`config.mk`:
```
export PLATFORM = sky130hd
export DESIGN_NAME = alu_share_arbiter
export DESIGN_NICKNAME = d
export VERILOG_FILES = /design/src/rtl/alu_share_arbiter.sv
export SDC_FILE = /design/constraint.sdc
export NUM_CORES = 1
export LEC_CHECK = 0
export ABC_AREA = 1
export CELL_PAD_IN_SITES_DETAIL_PLACEMENT = 0
export CELL_PAD_IN_SITES_GLOBAL_PLACEMENT = 1
export CORE_AREA = 4 4 249 251
export DETAILED_ROUTE_END_ITERATION = 10
export DIE_AREA = 0 0 253 255
export HOLD_SLACK_MARGIN = 0.12
export PLACE_DENSITY_LB_ADDON = 0.1
export REMOVE_ABC_BUFFERS = 1
export SLEW_MARGIN = 10
export SYNTH_ARGS = -nofsm -noshare
export SYNTH_HDL_FRONTEND = slang
export SYNTH_SLANG_ARGS = --single-unit
```
`constraint.sdc`:
```
create_clock -name clk -period 3.27 [get_ports clk]
set_input_delay 0.4905 -clock clk [delete_from_list [all_inputs] [get_ports clk]]
set_output_delay 0.4905 -clock clk [all_outputs]
set_load 0.02 [all_outputs]
```
`src/rtl/alu_share_arbiter.sv`:
```
// Round-robin share of one combinational 64-bit ALU between the execute stage (requester 0)
// and address generation (requester 1): grant -> registered issue -> per-requester response slot.
module alu_share_arbiter #(
  parameter int WIDTH = 64,
  parameter int CNT_W = 16
) (
  input  logic             clk,
  input  logic             reset_n,
  input  logic [1:0]       req_valid,
  output logic [1:0]       req_ready,
  input  logic [WIDTH-1:0] req_a0,
  input  logic [WIDTH-1:0] req_b0,
  input  logic [WIDTH-1:0] req_a1,
  input  logic [WIDTH-1:0] req_b1,
  input  logic [2:0]       req_op0,
  input  logic [2:0]       req_op1,
  output logic [WIDTH-1:0] alu_a,
  output logic [WIDTH-1:0] alu_b,
  output logic [2:0]       alu_cntrl,
  input  logic [WIDTH-1:0] alu_result,
  input  logic             alu_negative,
  input  logic             alu_zero,
  input  logic             alu_overflow,
  input  logic             alu_carry_out,
  output logic [1:0]       rsp_valid,
  input  logic [1:0]       rsp_ready,
  output logic [WIDTH-1:0] rsp_result0,
  output logic [WIDTH-1:0] rsp_result1,
  output logic [3:0]       rsp_flags0,
  output logic [3:0]       rsp_flags1,
  output logic [1:0]       rsp_err,
  output logic [CNT_W-1:0] grant_cnt0,
  output logic [CNT_W-1:0] grant_cnt1
);

  // Opcodes 001 and 111 have no ALU meaning; they are answered with an error response.
  function automatic logic op_legal(input logic [2:0] op);
    return !(op == 3'b001 || op == 3'b111);
  endfunction

  // Issue stage: issue_valid_q marks an op presented to the ALU, issue_err_q an illegal
  // op travelling through the same slot so its error response keeps the normal latency.
  logic             issue_valid_q, issue_valid_d;
  logic             issue_err_q,   issue_err_d;
  logic             issue_owner_q, issue_owner_d;
  logic [WIDTH-1:0] alu_a_q,       alu_a_d;
  logic [WIDTH-1:0] alu_b_q,       alu_b_d;
  logic [2:0]       alu_cntrl_q,   alu_cntrl_d;
  logic             ptr_q,         ptr_d;

  logic [1:0]                  rsp_valid_q,  rsp_valid_d;
  logic [1:0]                  rsp_err_q,    rsp_err_d;
  logic [1:0][WIDTH-1:0]       rsp_result_q, rsp_result_d;
  logic [1:0][3:0]             rsp_flags_q,  rsp_flags_d;
  logic [1:0][CNT_W-1:0]       cnt_q,        cnt_d;

  logic [1:0]       elig;
  logic [1:0]       grant;
  logic             gnt_idx;
  logic [2:0]       sel_op;
  logic [WIDTH-1:0] sel_a;
  logic [WIDTH-1:0] sel_b;
  logic [3:0]       alu_flags;

  assign alu_flags = {alu_negative, alu_zero, alu_overflow, alu_carry_out};

  // NOTE: every signal assigned in an always_comb gets a default at the top of the block,
  // so no path leaves it unassigned and no latch is inferred.
  always_comb begin
    elig = '0;
    for (int i = 0; i < 2; i++) begin
      elig[i] = req_valid[i] && !rsp_valid_q[i] &&
                !((issue_valid_q || issue_err_q) && (issue_owner_q == 1'(i)));
    end

    grant = 2'b00;
    unique case (elig)
      2'b01:   grant = 2'b01;
      2'b10:   grant = 2'b10;
      2'b11:   grant = ptr_q ? 2'b10 : 2'b01;
      default: grant = 2'b00;
    endcase

    gnt_idx = grant[1];
    sel_op  = gnt_idx ? req_op1 : req_op0;
    sel_a   = gnt_idx ? req_a1  : req_a0;
    sel_b   = gnt_idx ? req_b1  : req_b0;
  end

  always_comb begin
    issue_valid_d = 1'b0;
    issue_err_d   = 1'b0;
    issue_owner_d = issue_owner_q;
    alu_a_d       = alu_a_q;
    alu_b_d       = alu_b_q;
    alu_cntrl_d   = alu_cntrl_q;
    ptr_d         = ptr_q;

    if (grant != 2'b00) begin
      issue_owner_d = gnt_idx;
      ptr_d         = !gnt_idx;
      if (op_legal(sel_op)) begin
        issue_valid_d = 1'b1;
        alu_a_d       = sel_a;
        alu_b_d       = sel_b;
        alu_cntrl_d   = sel_op;
      end else begin
        // Illegal ops never reach the ALU; its inputs keep the last legal operation.
        issue_err_d = 1'b1;
      end
    end
  end

  always_comb begin
    rsp_valid_d  = rsp_valid_q;
    rsp_err_d    = rsp_err_q;
    rsp_result_d = rsp_result_q;
    rsp_flags_d  = rsp_flags_q;
    cnt_d        = cnt_q;

    for (int i = 0; i < 2; i++) begin
      if (issue_valid_q && (issue_owner_q == 1'(i))) begin
        rsp_valid_d[i]  = 1'b1;
        rsp_err_d[i]    = 1'b0;
        rsp_result_d[i] = alu_result;
        rsp_flags_d[i]  = alu_flags;
      end else if (issue_err_q && (issue_owner_q == 1'(i))) begin
        rsp_valid_d[i]  = 1'b1;
        rsp_err_d[i]    = 1'b1;
        rsp_result_d[i] = '0;
        rsp_flags_d[i]  = '0;
      end else if (rsp_valid_q[i] && rsp_ready[i]) begin
        // Result and flags stay visible after the handshake; only the qualifiers drop.
        rsp_valid_d[i] = 1'b0;
        rsp_err_d[i]   = 1'b0;
      end

      if (grant[i] && (cnt_q[i] != '1)) begin
        cnt_d[i] = cnt_q[i] + CNT_W'(1);
      end
    end
  end

  // NOTE: sequential state is updated only with non-blocking assignments so every flop
  // samples its _d value from before the edge, independent of statement order.
  always_ff @(posedge clk or negedge reset_n) begin
    if (!reset_n) begin
      issue_valid_q <= 1'b0;
      issue_err_q   <= 1'b0;
      issue_owner_q <= 1'b0;
      alu_a_q       <= '0;
      alu_b_q       <= '0;
      alu_cntrl_q   <= 3'b000;
      ptr_q         <= 1'b0;
      rsp_valid_q   <= '0;
      rsp_err_q     <= '0;
      rsp_result_q  <= '0;
      rsp_flags_q   <= '0;
      cnt_q         <= '0;
    end else begin
      issue_valid_q <= issue_valid_d;
      issue_err_q   <= issue_err_d;
      issue_owner_q <= issue_owner_d;
      alu_a_q       <= alu_a_d;
      alu_b_q       <= alu_b_d;
      alu_cntrl_q   <= alu_cntrl_d;
      ptr_q         <= ptr_d;
      rsp_valid_q   <= rsp_valid_d;
      rsp_err_q     <= rsp_err_d;
      rsp_result_q  <= rsp_result_d;
      rsp_flags_q   <= rsp_flags_d;
      cnt_q         <= cnt_d;
    end
  end

  assign req_ready   = grant;
  assign alu_a       = alu_a_q;
  assign alu_b       = alu_b_q;
  assign alu_cntrl   = alu_cntrl_q;
  assign rsp_valid   = rsp_valid_q;
  assign rsp_err     = rsp_err_q;
  assign rsp_result0 = rsp_result_q[0];
  assign rsp_result1 = rsp_result_q[1];
  assign rsp_flags0  = rsp_flags_q[0];
  assign rsp_flags1  = rsp_flags_q[1];
  assign grant_cnt0  = cnt_q[0];
  assign grant_cnt1  = cnt_q[1];

endmodule

```
==> results.md <==
- Status: finished clean
- Share of post-route cells with drive strength above 1: 0.04363
- Flops & latches, synth: 307
- Post-DRT Antenna Nets: 0
- H-tree depth: 2
- Io pins: 641
- Layout Utilization: 0.3732
- Post-synth top area share: 0.5618
- Final setup vio count: 0
- Die area: 64,520 sq um
- DR pass1 iterations: 5
- CP required: 2780 ps
- Highest clock rate: 337.9 MHz
- TritonCTS Buffers: 39
- Synth Area per Inst: 7.932 sq um
- Die width: 253 um
- # rows: 90
- Max-slew headroom: 0.3915
- Setup Buffers After CTS: 0
- Worst Skew: 14.23 ps
- FFs w/ async S/R, synth: 1.000
- RSZ-0062 raised after global routing: false
- Slew Viols, Final: 0
- Detailed-route vias per instance: 4.249
- Pin count of the biggest net entering global routing: 111
- Area share of fa/ha/maj cells after synthesis: 0.001830
- Yosys top cell by area: dfrtp_1
- Routed vias: 13.38k
- Max VDD drop: 0.5909 mV
- First-pass GRT wire length: 91,480 um
- TritonCTS clock tree: yes
- Max-cap viol count: 0
- Nets: 2,671
- GRT Util Overall: 0.1857
- CTS Sinks: 307
- Aggregate routed wire length: 62,110 um
- Final Hold Vio Count: 0
- Post-CTS resize count: 0
- Initial DRC count: 692
- Detailed Place HPWL: 46,030 um
- Simple-gate share of the synthesized area: 0.3025
- Top FF cell, synth: dfrtp_1
- Die Span Y: 255 um
- Gpl congestion: 0.8454
- Vias in the first global route: 13.92k
- Netlist Area Pre-Place: 13,670 sq um
- CTS Root Cell: clkbuf_16
- Core ar.: 59,910 sq um
- Worst Setup End Kind: primary output
- Clock insertion delay at the later pin of the skew report: 550 ps
- Area Overhead vs Synth: 63.51%
- Synth Area in XOR/XNOR: 0.01921
- Synth area leaders: dfrtp_1 56%, nand2_1 23%, nand3_1 5.3%, o21ai_0 5.2%, inv_1 2.6%
- Setup TNS: 0 ps
- Worst Hold Slack: 466.3 ps
- Remaining global-route overflow: 0
- Initial antenna violation count: 13
- Seq/Total Area, Yosys: 0.5618
- CP Launch Type: flop
- Pwr Density: 1027 nW/um^2
- WP data arrival: 2470 ps
- Final Cycle Share: 0.9052
- Largest family of logic cells by synthesized area: simple AND/OR/NAND/NOR gates
- Clock Tree Buf Depth: 3
- Final WS setup: 310.1 ps
- Multiplexer area fraction after synthesis: 0.0008235
- Synth unique cells: 25
- PortBufs: 640
- Most frequent cell after synthesis: nand2_1
- Final Critical Period: 2960 ps
- Crit-path max FO: 11
- HP Class: flop to flop
- Overall Power: 22,970 uW
- DRC Markers: 0
- Post-Place Setup Slack: 187.9 ps
- Leakage power: 0.01073 uW
- Synthesized instance count: 1,724
- Slew @ Worst Pin: 912.8 ps
- WL/cell: 19.73 um
- List of most frequent post-synthesis cells: 847 x nand2_1, 307 x dfrtp_1, 144 x nand3_1
- Yosys Warn Count: 0
- Compound-Gate Fraction of Synth Area: 0.05398
- Crit Path Class: flop to primary output
- Clock slew at reported path FFs: 60 ps
- Initial Utilization: 0.2283
- EDFF count, synth: 0
==> timing repair <==
| item | in CTS | in global routing |
|---|---|---|
| endpoints found under the setup margin | 0 | 0 |
| hold buffers | 1 | 0 |
| endpoints found under the hold margin | 71 | 0 |
==> path summary, 6_finish.rpt <==
| path | depth (start not counted) | slack [ps] | end | start |
|---|---|---|---|---|
| worst max-delay path | 6 | 310 | req_ready[1] | issue_valid_q |
| worst min-delay path | 2 | 470 | alu_a[36] | alu_a[36] |
| worst max register to register | 11 | 790 | alu_b[55] | rsp_valid[0] |
| worst min register to register | 2 | 470 | alu_a[36] | alu_a[36] |
| max in group asynchronous | 3 | 1870 | ptr_q | reset_n |
| min in group asynchronous | 2 | 540 | rsp_result1[54] | reset_n |
==> where the power goes <==
part,internal (uW),switching (uW),leakage (uW),total [uW]
Clock,2720,1740,0.000642,4460
Sequential,5510,1030,0.00385,6540
Combinational,4710,7250,0.00624,12000
Total,12900,10000,0.0107,23000
==> cells by family after synthesis <==
family,count (synthesis)
muxes,1
buffers and inverters,199
xor gates and xnor gates,30
and+or+nand+nor,1038
AOI/OAI and AO/OA,147
adders and majority gates,2
DFF,307
==> layout by cell type, fill, tap and decap left out, types with 7 or more instances in the layout <==
cell,netlist,final
o21ai_0,143,143
xnor2_1,12,12
nand3_1,144,144
buf_4,11,15
buf_12,0,13
clkbuf_8,0,7
nand4_1,8,8
nor2_1,24,24
inv_1,95,94
nand2_1,847,846
clkdlybuf4s50_1,0,639
clkbuf_16,0,40
clkbuf_1,65,9
xor2_1,18,18
dfrtp_1,307,307
==> flip-flops by register name, summed over array words and instances (netlist names) <==
name	count
alu_b	64
rsp_valid	2
rsp_flags1	4
ptr_q	1
alu_a	64
issue_valid_q	1
rsp_result1	64
rsp_flags0	4
issue_owner_q	1
issue_err_q	1
alu_cntrl	3
grant_cnt0	16
rsp_err	2
rsp_result0	64
grant_cnt1	16
==> layout make-up <==
| type | instances | area, sq um |
|---|---|---|
| repair buffers | 669 | 6794 |
| inverters | 98 | 370.4 |
| flip-flops and latches | 307 | 7682 |
| fillers | 6205 | 37550 |
| well taps | 782 | 978.4 |
| clock buffers | 56 | 1131 |
| diodes | 5 | 12.51 |
| multi-input cells | 1218 | 5205 |
| clock inverters | 13 | 185.2 |
==> worst max-delay path, cell delays in order (launching register included) <==
cell             delay [ps]
dfrtp_1                 410
nand2_2                 240
nand2_2                 100
nor2_1                  200
o21ai_4                 150
inv_4                   100
clkdlybuf4s50_1         710
==> stage by stage <==
stage | instance area, sq um | std cells
floorplan | 13220 | 1623
global placement | 21020 | 3073
finish | 22360 | 3148
detailed placement | 21020 | 3073
global route | 22350 | 3143
CTS | 22350 | 3143
==> routing by layer <==
layer | up-vias | share of wire | wire [um] | GRT usage
met5 | - | 0.0018 | 109 | 0
met4 | 14 | 0.014 | 890 | 0.03420
met3 | 60 | 0.089 | 5500 | 0.07276
met2 | 446 | 0.49 | 30650 | 0.3211
met1 | 6268 | 0.40 | 24960 | 0.2227
li1 | 6587 | - | - | -
No activity file was read; power rests on OpenSTA's default activity.
